[config.mk]
export PLATFORM = sky130hd
export DESIGN_NAME = keypad_scan_ctrl
export DESIGN_NICKNAME = d
export VERILOG_FILES = /design/src/rtl/keypad_scan_ctrl.sv
export SDC_FILE = /design/constraint.sdc
export NUM_CORES = 1
export LEC_CHECK = 0
export ABC_CLOCK_PERIOD_IN_PS = 8200
export BUFFER_PORTS_ARGS = -buffer_cell sky130_fd_sc_hd__buf_2
export CORE_UTILIZATION = 30
export DETAILED_ROUTE_END_ITERATION = 10
export GPL_ROUTABILITY_DRIVEN = 0
export GPL_TIMING_DRIVEN = 0
export PLACE_DENSITY_LB_ADDON = 0.12
export SYNTH_ARGS = -nofsm -noshare
export SYNTH_HDL_FRONTEND = slang
export SYNTH_SLANG_ARGS = --single-unit
[constraint.sdc]
create_clock -name HCLK -period 8.2 [get_ports HCLK]
set_input_delay 1.64 -clock HCLK [delete_from_list [all_inputs] [get_ports HCLK]]
set_output_delay 1.64 -clock HCLK [all_outputs]
set_load 0.01 [all_outputs]
[src/rtl/keypad_scan_ctrl.sv]
// 4x4 keypad row scanner with slot-based debounce,
// a 4-entry key FIFO and a sticky overflow flag.
module keypad_scan_ctrl #(
  parameter int SCAN_DIV = 50000,
  parameter int DEB_CNT  = 4
) (
  input  logic       HCLK,
  input  logic       RST,
  input  logic       en,
  input  logic [3:0] COL,
  output logic [3:0] ROW,
  output logic       key_valid,
  output logic [3:0] key_code,
  input  logic       key_ready,
  output logic [4:0] last_key,
  output logic [2:0] fifo_count,
  output logic       overflow,
  input  logic       clr_ovf
);

  localparam int CW = $clog2(SCAN_DIV);
  localparam int DW = $clog2(DEB_CNT + 1);
  localparam logic [CW-1:0] SLOT_END = CW'(SCAN_DIV - 1);
  localparam logic [DW-1:0] DEB_LAST = DW'(DEB_CNT - 1);

  typedef enum logic [1:0] {
    IDLE,
    SCAN,
    DEBOUNCE,
    RELEASE
  } state_t;

  state_t        state;
  logic [CW-1:0] slot;
  logic [1:0]    row_idx;
  logic [1:0]    cand;
  logic [DW-1:0] dcnt;
  logic [3:0]    sync1;
  logic [3:0]    sync2;

  logic       slot_end;
  logic       hit;
  logic [1:0] low;
  logic [1:0] next_row;
  logic       confirm;
  logic [3:0] code;

  logic [3:0] mem [4];
  logic [1:0] wr_ptr;
  logic [1:0] rd_ptr;
  logic       pop;
  logic       full;
  logic       do_push;

  function automatic logic [1:0] lowest(input logic [3:0] v);
    if (v[0])      return 2'd0;
    else if (v[1]) return 2'd1;
    else if (v[2]) return 2'd2;
    else           return 2'd3;
  endfunction

  always_ff @(posedge HCLK) begin
    if (RST) begin
      sync1 <= '0;
      sync2 <= '0;
    end else begin
      sync1 <= COL;
      sync2 <= sync1;
    end
  end

  always_comb begin
    slot_end = (state != IDLE) && (slot == SLOT_END);
    hit      = |sync2;
    low      = lowest(sync2);
    next_row = row_idx + 2'd1;
    confirm  = 1'b0;
    if (en && slot_end && hit) begin
      if (state == SCAN && DEB_CNT == 1)
        confirm = 1'b1;
      if (state == DEBOUNCE && low == cand &&
          dcnt == DEB_LAST)
        confirm = 1'b1;
    end
    code = {row_idx, (state == SCAN) ? low : cand};
  end

  always_ff @(posedge HCLK) begin
    if (RST) begin
      state    <= IDLE;
      ROW      <= '0;
      row_idx  <= '0;
      cand     <= '0;
      dcnt     <= '0;
      slot     <= '0;
      last_key <= 5'h10;
    end else if (!en) begin
      state   <= IDLE;
      ROW     <= '0;
      row_idx <= '0;
      dcnt    <= '0;
      slot    <= '0;
    end else begin
      if (state != IDLE)
        slot <= slot_end ? '0 : slot + 1'b1;
      unique case (state)
        IDLE: begin
          state   <= SCAN;
          row_idx <= '0;
          ROW     <= 4'b0001;
        end
        SCAN: if (slot_end) begin
          if (!hit) begin
            row_idx <= next_row;
            ROW     <= 4'b0001 << next_row;
          end else if (confirm) begin
            state    <= RELEASE;
            dcnt     <= '0;
            last_key <= {1'b0, code};
          end else begin
            state <= DEBOUNCE;
            cand  <= low;
            dcnt  <= DW'(1);
          end
        end
        DEBOUNCE: if (slot_end) begin
          if (confirm) begin
            state    <= RELEASE;
            dcnt     <= '0;
            last_key <= {1'b0, code};
          end else if (hit && low == cand) begin
            dcnt <= dcnt + 1'b1;
          end else begin
            state   <= SCAN;
            row_idx <= next_row;
            ROW     <= 4'b0001 << next_row;
          end
        end
        RELEASE: if (slot_end) begin
          // any activity on the held row restarts the quiet count
          if (hit) begin
            dcnt <= '0;
          end else if (dcnt == DEB_LAST) begin
            state   <= SCAN;
            row_idx <= next_row;
            ROW     <= 4'b0001 << next_row;
          end else begin
            dcnt <= dcnt + 1'b1;
          end
        end
      endcase
    end
  end

  assign key_valid = fifo_count != 3'd0;
  assign key_code  = mem[rd_ptr];
  assign pop       = key_valid && key_ready;
  assign full      = fifo_count == 3'd4;
  assign do_push   = confirm && (!full || pop);

  always_ff @(posedge HCLK) begin
    if (RST) begin
      for (int i = 0; i < 4; i++) mem[i] <= '0;
      wr_ptr     <= '0;
      rd_ptr     <= '0;
      fifo_count <= '0;
      overflow   <= 1'b0;
    end else begin
      if (do_push) begin
        mem[wr_ptr] <= code;
        wr_ptr      <= wr_ptr + 2'd1;
      end
      if (pop)
        rd_ptr <= rd_ptr + 2'd1;
      fifo_count <= fifo_count + 3'(do_push) - 3'(pop);
      if (confirm && full && !pop)
        overflow <= 1'b1;
      else if (clr_ovf)
        overflow <= 1'b0;
    end
  end

endmodule

==> impl_metrics.xml, run 1 <==
<?xml version="1.0" encoding="UTF-8"?>
<metrics>
  <group name="grt">
    <metric name="first_pass_grt_wire_length" unit="µm">11610</metric>
    <metric name="largest_net_degree_at_the_start_of_global_routing" unit="">15</metric>
    <metric name="global_route.overflow_total" unit="">0</metric>
    <metric name="grt.total_usage" unit="%">13.42</metric>
    <metric name="grt_pass1_vias" unit="">2330</metric>
    <metric name="grt_antenna_before_repair" unit="">0</metric>
  </group>
  <group name="floorplanning">
    <metric name="core" unit="µm²">10370</metric>
    <metric name="die_y" unit="µm">105.7</metric>
    <metric name="design.die.area" unit="µm²">11180</metric>
    <metric name="initial_utilization" unit="%">31.13</metric>
    <metric name="floorplan.rows" unit="">37</metric>
    <metric name="die_width" unit="µm">105.7</metric>
    <metric name="top_level_ports" unit="">27</metric>
  </group>
  <group name="outcome">
    <metric name="run_status" unit="">completed</metric>
  </group>
  <group name="hold_path">
    <metric name="hold_path_class" unit="">register to register</metric>
  </group>
  <group name="logic_synthesis">
    <metric name="yosysWarnings" unit="">0</metric>
    <metric name="synthDominantAreaCellType" unit="">sky130_fd_sc_hd__dfxtp_1</metric>
    <metric name="yosys.cell_types.count" unit="">57</metric>
    <metric name="synthMostInstantiatedCell" unit="">sky130_fd_sc_hd__dfxtp_1</metric>
    <metric name="yosys-top-cells-count" unit="">sky130_fd_sc_hd__dfxtp_1 (52), sky130_fd_sc_hd__nor2_1 (38), sky130_fd_sc_hd__nand2_1 (25), sky130_fd_sc_hd__edfxtp_1 (16), sky130_fd_sc_hd__inv_1 (16)</metric>
    <metric name="top_reg_cell_synth" unit="">sky130_fd_sc_hd__dfxtp_1</metric>
    <metric name="yosys-top-cells-area" unit="">sky130_fd_sc_hd__dfxtp_1 (32%), sky130_fd_sc_hd__edfxtp_1 (15%), sky130_fd_sc_hd__ha_1 (5.8%)</metric>
    <metric name="synth.net_count" unit="">348</metric>
    <metric name="yosys_register_bits" unit="">68</metric>
    <metric name="synthDominantCellAreaShare" unit="%">32.25</metric>
    <metric name="postSynthCellCount" unit="">323</metric>
    <metric name="synth.yosys.seq_area_share" unit="%">47.13</metric>
    <metric name="synth-edff-count" unit="">16</metric>
    <metric name="synth.cell_area" unit="µm²">3228</metric>
    <metric name="async_reset_ff_share" unit="%">0</metric>
    <metric name="postSynthAreaPerCell" unit="µm²">9.994</metric>
  </group>
  <group name="setup_path">
    <metric name="path_max_fanout" unit="">10</metric>
    <metric name="criticalPathCategory" unit="">primary input to register</metric>
    <metric name="crit_path_end_kind" unit="">register</metric>
    <metric name="worstPathRequired" unit="ns">8.43</metric>
    <metric name="worstPathArrival" unit="ns">4.22</metric>
    <metric name="kind_of_start_point_of_the_critical_path" unit="">primary input</metric>
  </group>
  <group name="sta">
    <metric name="worst_slew_margin_rel" unit="%">46.67</metric>
    <metric name="max_slew.worst_pin.slew" unit="ns">0.7931</metric>
    <metric name="fin_tns_setup" unit="ns">0</metric>
    <metric name="period_needed" unit="ns">3.994</metric>
    <metric name="unrepaired_setup_endpoints_after_global_routing" unit="">false</metric>
    <metric name="count_of_pins_over_their_slew_limit" unit="">0</metric>
    <metric name="hold_violations" unit="">0</metric>
    <metric name="fin_clk_skew" unit="ns">0.01299</metric>
    <metric name="report.final.setup_viol" unit="">0</metric>
    <metric name="timing.fmax" unit="GHz">0.2504</metric>
    <metric name="final.period_utilization" unit="%">48.70</metric>
    <metric name="hold_slack" unit="ns">0.4398</metric>
  </group>
  <group name="cts">
    <metric name="cts.reportedPaths.clkPinSlew" unit="ns">0.08</metric>
    <metric name="hold_buffers" unit="">0</metric>
    <metric name="clk_path_buf_depth" unit="">2</metric>
    <metric name="cell_chosen_for_the_clock_root" unit="">sky130_fd_sc_hd__clkbuf_8</metric>
    <metric name="tritoncts" unit="">yes</metric>
    <metric name="numCtsBuffers" unit="">9</metric>
    <metric name="worstSkewPairLatency" unit="ns">0.36</metric>
    <metric name="postCtsSetupBuffers" unit="">0</metric>
    <metric name="post_cts_sizing" unit="">0</metric>
    <metric name="cts.sinks" unit="">68</metric>
    <metric name="htree_num_levels" unit="">3</metric>
  </group>
  <group name="detailed_routing">
    <metric name="drt.antenna.violating_nets" unit="">0</metric>
    <metric name="detailedRoute.firstPassIterationCount" unit="">4</metric>
    <metric name="drtIter0Drc" unit="">94</metric>
    <metric name="route.vias.total" unit="">2351</metric>
    <metric name="wl" unit="µm">6922</metric>
    <metric name="post_drt_wl_per_cell" unit="µm">13.82</metric>
    <metric name="detail_route.drc_violations" unit="">0</metric>
    <metric name="vias_per_cell" unit="">4.693</metric>
  </group>
  <group name="final_layout">
    <metric name="layout.nets" unit="">385</metric>
    <metric name="antenna_cells_inserted" unit="">0</metric>
    <metric name="finalNonFillerCells" unit="">501</metric>
    <metric name="layout_area_overhead" unit="%">15.70</metric>
    <metric name="final_layout_size_suffix_gt1_share" unit="%">15.62</metric>
    <metric name="postLayoutCoreUtil" unit="%">36.02</metric>
  </group>
  <group name="place">
    <metric name="detailedPlacementHpwl" unit="µm">5080</metric>
    <metric name="port-buffer-count" unit="">26</metric>
    <metric name="placed_cells_incl_taps" unit="">485</metric>
  </group>
  <group name="power_and_ir_drop">
    <metric name="worst_ir_drop_vdd" unit="mV">0.09286</metric>
    <metric name="power_density_over_cell_area" unit="nW/µm²">212.9</metric>
    <metric name="power.leakage" unit="µW">0.001386</metric>
  </group>
  <group name="flow_run">
    <metric name="maxCapViolations" unit="">0</metric>
  </group>
</metrics>
==> stage by stage <==
stage          worst slack (ns)  area (µm²)  total power [µW]
6_report                  4.206        3735             795.0
5_1_grt                   3.894        3735             843.8
4_1_cts                   4.211        3735             807.3
3_5_place_dp              3.845        3528             511.0
3_3_place_gp              3.835        3528             510.2
2_1_floorplan             4.256        3228             472.6
==> cell usage in the layout, fill, tap and decap left out, types with 5 or more instances in the layout <==
master                     instances
sky130_fd_sc_hd__a21oi_1          11
sky130_fd_sc_hd__and3_1            7
sky130_fd_sc_hd__buf_2            26
sky130_fd_sc_hd__clkbuf_1         10
sky130_fd_sc_hd__clkbuf_8          9
sky130_fd_sc_hd__dfxtp_1          52
sky130_fd_sc_hd__edfxtp_1         16
sky130_fd_sc_hd__ha_1             15
sky130_fd_sc_hd__inv_1            16
sky130_fd_sc_hd__mux2i_1           9
sky130_fd_sc_hd__nand2_1          25
sky130_fd_sc_hd__nand3_1           5
sky130_fd_sc_hd__nand3b_1          5
sky130_fd_sc_hd__nor2_1           38
sky130_fd_sc_hd__nor2b_1          12
sky130_fd_sc_hd__nor3_1           10
sky130_fd_sc_hd__nor4_1            5
sky130_fd_sc_hd__o21ai_0           6
sky130_fd_sc_hd__xnor2_1          11
sky130_fd_sc_hd__xor2_1            9
==> cells by family after synthesis <==
logic type / share of synthesized area (%)
AND/OR/NAND/NOR: 23.91
flip-flops: 47.13
AO/OA/AOI/OAI: 8.372
buffers and inverters: 3.140
XOR/XNOR: 5.426
adder cells (fa/ha/maj): 6.434
multiplexers: 5.582
==> routing by layer <==
layer | track usage [%] | vias to the layer above | wire (µm)
met4 | 5.655 | 0 | 108
met5 | 0 | - | 0
met2 | 20.40 | 30 | 3026
met1 | 18.15 | 1102 | 3579
met3 | 3.154 | 10 | 208
li1 | - | 1209 | -
==> worst paths after layout <==
kind	from	endpoint	slack, ns	cells past startpoint
hold reg to reg	sync1[3]	sync2[3]	0.44	1
setup / recovery	key_ready	fifo_count[2]	4.21	11
hold / removal	sync1[3]	sync2[3]	0.44	1
setup reg to reg	state[0]	fifo_count[2]	4.30	14
==> state kept, by name (all words and copies together) (netlist names), named ones only <==
register	cells
overflow	1
dcnt	3
last_key	5
wr_ptr	2
ROW	4
rd_ptr	2
state	2
cand	2
sync1	4
fifo_count	3
slot	16
sync2	4
mem	16
row_idx	2
==> cell type report <==
type                            instances  area (µm²)
Buffer                                 11       41.29
Clock buffer                            9       123.9
Clock inverter                          7       82.58
Fill cell                            1095        6635
Inverter                               16       60.06
Multi-Input combinational cell        228        1605
Sequential cell                        68        1521
Tap cell                              136       170.2
Timing Repair Buffer                   26       130.1
==> worst max-delay path, stage by stage <==
cell and delay [ns]:
sky130_fd_sc_hd__buf_2 0.10, sky130_fd_sc_hd__or4b_2 0.68, sky130_fd_sc_hd__nand3_1 0.20, sky130_fd_sc_hd__clkbuf_1 0.43, sky130_fd_sc_hd__ha_1 0.22, sky130_fd_sc_hd__inv_1 0.04, sky130_fd_sc_hd__ha_1 0.18, sky130_fd_sc_hd__fa_1 0.38
sky130_fd_sc_hd__xnor2_1 0.17, sky130_fd_sc_hd__xnor2_1 0.14, sky130_fd_sc_hd__nor2_1 0.05
==> where the power goes <==
part	switching [µW]	total [µW]	internal [µW]
combinational	58.9	121	61.6
clock	148	294	146
sequential	18.4	381	362
No activity file was read; power rests on OpenSTA's default activity.
==> inputs of run 2 (changes only) <==
--- a/config.mk
+++ b/config.mk
@@ -5,7 +5,8 @@
 export SDC_FILE = /design/constraint.sdc
 export NUM_CORES = 1
 export LEC_CHECK = 0
-export ABC_CLOCK_PERIOD_IN_PS = 8200
+export ABC_AREA = 1
+export ABC_CLOCK_PERIOD_IN_PS = 3840
 export BUFFER_PORTS_ARGS = -buffer_cell sky130_fd_sc_hd__buf_2
 export CORE_UTILIZATION = 30
 export DETAILED_ROUTE_END_ITERATION = 10
==> constraint.sdc (replaced) <==
create_clock -name HCLK -period 3.84 [get_ports HCLK]
set_input_delay 0.768 -clock HCLK [delete_from_list [all_inputs] [get_ports HCLK]]
set_output_delay 0.768 -clock HCLK [all_outputs]
set_load 0.01 [all_outputs]
==> impl_metrics.xml, run 2 <==
<?xml version="1.0" encoding="UTF-8"?>
<metrics>
  <group name="grt">
    <metric name="grt.total_usage" unit="%">13.09</metric>
    <metric name="first_pass_grt_wire_length" unit="µm">11500</metric>
    <metric name="grt_pass1_vias" unit="">2437</metric>
    <metric name="global_route.overflow_total" unit="">0</metric>
    <metric name="grt_antenna_before_repair" unit="">0</metric>
    <metric name="largest_net_degree_at_the_start_of_global_routing" unit="">14</metric>
  </group>
  <group name="final_layout">
    <metric name="finalNonFillerCells" unit="">605</metric>
    <metric name="antenna_cells_inserted" unit="">0</metric>
    <metric name="layout_area_overhead" unit="%">16.46</metric>
    <metric name="final_layout_size_suffix_gt1_share" unit="%">11.51</metric>
    <metric name="mostFrequentLayoutCell" unit="">sky130_fd_sc_hd__nor2_1</metric>
    <metric name="postLayoutCoreUtil" unit="%">36.46</metric>
    <metric name="layout.nets" unit="">489</metric>
    <metric name="fill_cells" unit="">1136</metric>
    <metric name="final_cell_mix" unit="">sky130_fd_sc_hd__nor2_1 (84), sky130_fd_sc_hd__nand2_1 (76), sky130_fd_sc_hd__inv_1 (72)</metric>
    <metric name="reg.largest.list" unit="">mem x16, slot x16, last_key x5</metric>
    <metric name="area_of_combinational_cells_with_multiple_inputs" unit="µm²">1446</metric>
    <metric name="seq_area" unit="µm²">1521</metric>
  </group>
  <group name="setup_path">
    <metric name="worstPathRequired" unit="ns">4.08</metric>
    <metric name="rrSetupSlack" unit="ns">1.01</metric>
    <metric name="criticalPathCategory" unit="">register to register</metric>
    <metric name="worstReg2RegStart" unit="">state[0]</metric>
    <metric name="cp_cell_sequence" unit="">inv_1, ha_1, nor2_1, nand2_1, nor2_1, nand3_1, nor2_4, nand2_2, ha_1, inv_1, ha_1, fa_1, xor2_1, nor2_1</metric>
    <metric name="crit_path_end_kind" unit="">register</metric>
    <metric name="critPathMaxStageDelay" unit="ns">0.40</metric>
    <metric name="critical_path_buf_inv_count" unit="">2</metric>
    <metric name="number_of_cells_on_the_worst_reg_to_reg_path" unit="">14</metric>
    <metric name="kind_of_start_point_of_the_critical_path" unit="">register</metric>
    <metric name="crit_family" unit="">adder cells</metric>
    <metric name="path_max_fanout" unit="">7</metric>
    <metric name="worstPathArrival" unit="ns">3.07</metric>
    <metric name="cp-startpoint" unit="">state[0]</metric>
    <metric name="critPathSlowestCell" unit="">sky130_fd_sc_hd__dfxtp_1</metric>
    <metric name="r2r-end" unit="">fifo_count[2]</metric>
  </group>
  <group name="detailed_routing">
    <metric name="post_drt_wl_per_cell" unit="µm">11.22</metric>
    <metric name="drtIter0Drc" unit="">85</metric>
    <metric name="route.vias.total" unit="">2693</metric>
    <metric name="vias_per_cell" unit="">4.451</metric>
    <metric name="wl" unit="µm">6786</metric>
    <metric name="detail_route.drc_violations" unit="">0</metric>
    <metric name="drt.antenna.violating_nets" unit="">0</metric>
    <metric name="detailedRoute.firstPassIterationCount" unit="">4</metric>
  </group>
  <group name="logic_synthesis">
    <metric name="yosysWarnings" unit="">0</metric>
    <metric name="synth.yosys.seq_area_share" unit="%">46.66</metric>
    <metric name="synth.cell_area" unit="µm²">3261</metric>
    <metric name="yosys-top-cells-area" unit="">sky130_fd_sc_hd__dfxtp_1 (32%), sky130_fd_sc_hd__edfxtp_1 (15%), sky130_fd_sc_hd__nor2_1 (9.7%)</metric>
    <metric name="postSynthCellCount" unit="">428</metric>
    <metric name="synthMostInstantiatedCell" unit="">sky130_fd_sc_hd__nor2_1</metric>
    <metric name="yosys_register_bits" unit="">68</metric>
    <metric name="synthDominantCellAreaShare" unit="%">31.93</metric>
    <metric name="yosys.cell_types.count" unit="">32</metric>
    <metric name="synth.net_count" unit="">453</metric>
    <metric name="postSynthAreaPerCell" unit="µm²">7.618</metric>
    <metric name="yosys-top-cells-count" unit="">sky130_fd_sc_hd__nor2_1 (84), sky130_fd_sc_hd__nand2_1 (76), sky130_fd_sc_hd__inv_1 (72), sky130_fd_sc_hd__dfxtp_1 (52), sky130_fd_sc_hd__o21ai_0 (25)</metric>
    <metric name="synth-edff-count" unit="">16</metric>
    <metric name="synthDominantAreaCellType" unit="">sky130_fd_sc_hd__dfxtp_1</metric>
    <metric name="top_reg_cell_synth" unit="">sky130_fd_sc_hd__dfxtp_1</metric>
    <metric name="async_reset_ff_share" unit="%">0</metric>
  </group>
  <group name="sta">
    <metric name="count_of_pins_over_their_slew_limit" unit="">0</metric>
    <metric name="hold_slack" unit="ns">0.4018</metric>
    <metric name="unrepaired_setup_endpoints_after_global_routing" unit="">false</metric>
    <metric name="worst_slew_margin_rel" unit="%">55.25</metric>
    <metric name="timing.fmax" unit="GHz">0.3531</metric>
    <metric name="report.final.setup_viol" unit="">0</metric>
    <metric name="final_critical_path_setup_slack" unit="ns">1.008</metric>
    <metric name="fin_clk_skew" unit="ns">0.01063</metric>
    <metric name="fin_tns_setup" unit="ns">0</metric>
    <metric name="max_slew.worst_pin.slew" unit="ns">0.6642</metric>
    <metric name="final.period_utilization" unit="%">73.76</metric>
    <metric name="period_needed" unit="ns">2.832</metric>
    <metric name="hold_violations" unit="">0</metric>
  </group>
  <group name="flow_run">
    <metric name="maxCapViolations" unit="">0</metric>
  </group>
  <group name="outcome">
    <metric name="run_status" unit="">completed</metric>
  </group>
  <group name="cts">
    <metric name="hold_buffers" unit="">0</metric>
    <metric name="clk_path_buf_depth" unit="">2</metric>
    <metric name="cts.reportedPaths.clkPinSlew" unit="ns">0.08</metric>
    <metric name="htree_num_levels" unit="">3</metric>
    <metric name="postCtsSetupBuffers" unit="">0</metric>
    <metric name="cell_chosen_for_the_clock_root" unit="">sky130_fd_sc_hd__clkbuf_8</metric>
    <metric name="numCtsBuffers" unit="">9</metric>
    <metric name="post_cts_sizing" unit="">0</metric>
    <metric name="worstSkewPairLatency" unit="ns">0.35</metric>
    <metric name="cts.sinks" unit="">68</metric>
    <metric name="tritoncts" unit="">yes</metric>
  </group>
  <group name="hold_path">
    <metric name="hold_path_class" unit="">register to register</metric>
    <metric name="min_to" unit="">sync2[1]</metric>
    <metric name="min_delay_path_depth" unit="">2</metric>
    <metric name="hold_path.startpoint" unit="">sync1[1]</metric>
  </group>
  <group name="floorplanning">
    <metric name="top_level_ports" unit="">27</metric>
    <metric name="initial_utilization" unit="%">31.30</metric>
    <metric name="die_y" unit="µm">106.3</metric>
    <metric name="core" unit="µm²">10420</metric>
    <metric name="die_width" unit="µm">106.3</metric>
    <metric name="design.die.area" unit="µm²">11290</metric>
    <metric name="floorplan.rows" unit="">37</metric>
  </group>
  <group name="place">
    <metric name="dp_worst_slack" unit="ns">0.9773</metric>
    <metric name="placed_cells_incl_taps" unit="">589</metric>
    <metric name="detailedPlacementHpwl" unit="µm">5078</metric>
    <metric name="port-buffer-count" unit="">25</metric>
  </group>
  <group name="power_and_ir_drop">
    <metric name="power_density_over_cell_area" unit="nW/µm²">488.7</metric>
    <metric name="worst_ir_drop_vdd" unit="mV">0.2233</metric>
    <metric name="power.leakage" unit="µW">0.001671</metric>
  </group>
</metrics>
-- run 2: cell count changes in the layout (fill, tap and decap cells not counted), sizes merged, moves of 6 or more --
cell,change
inv,+54
nand2,+53
nor2,+51
o21ai,+21
nand3,+14
nor2b,-12
xnor2,-11
a21oi,+9
mux2i,-9
and3,-7
nor3,-6
-- run 2: how the worst max path moves through the flow --
| stage | to | cells past startpoint |
|---|---|---|
| detailed placement | fifo_count[2] | 14 |
| finish | fifo_count[2] | 14 |
| CTS | fifo_count[2] | 14 |
| global route | fifo_count[2] | 14 |
| floorplan | fifo_count[2] | 14 |
| global placement | fifo_count[2] | 14 |
-- run 2: kinds of logic after synthesis --
| kind of cell | after synthesis | share of synthesized area, % |
|---|---|---|
| adders and majority gates | 16 | 6.370 |
| DFF | 68 | 46.66 |
| AOI/OAI and AO/OA | 58 | 9.785 |
| buffers and inverters | 77 | 8.979 |
| and+or+nand+nor | 203 | 26.59 |
| xor gates and xnor gates | 6 | 1.612 |
-- run 2: where the power goes --
| group | switching, µW | internal, µW | total, µW |
|---|---|---|---|
| logic | 216 | 126 | 341 |
| clock network | 300 | 410 | 710 |
| registers | 27.3 | 777 | 804 |
| total | 544 | 1310 | 1860 |
-- run 2: final cells by class --
class | count | share of cell area [%]
multi-input cells | 283 | 38.09
clock inverters | 6 | 2.438
repair buffers | 25 | 3.295
inverters | 72 | 7.117
clock buffers | 10 | 3.921
plain buffers | 5 | 0.5931
well taps | 136 | 4.481
flip-flops and latches | 68 | 40.07
-- run 2: per-layer routing --
layer  part of all wire (%)  track usage, %  vias up
li1                       -               -     1425
met1                     48           16.23     1217
met2                     47           21.66       36
met3                    2.8           3.188       15
met4                    1.9           5.357        0
met5                      0               0        -
-- run 2: stage by stage --
step	total power (µW)	area [µm²]
finish	1856	3797
floorplan	1066	3261
CTS	1886	3797
detailed placement	1164	3556
global placement	1164	3556
global route	1974	3797
-- run 2: worst register-to-register path, delay by kind of cell (launching register included) --
kind          cells  cell delay (ns)
xor+xnor          1             0.16
simple gates      7             0.85
buf+inv           2             0.15
fa+ha+maj         4             1.16
flops             1             0.40
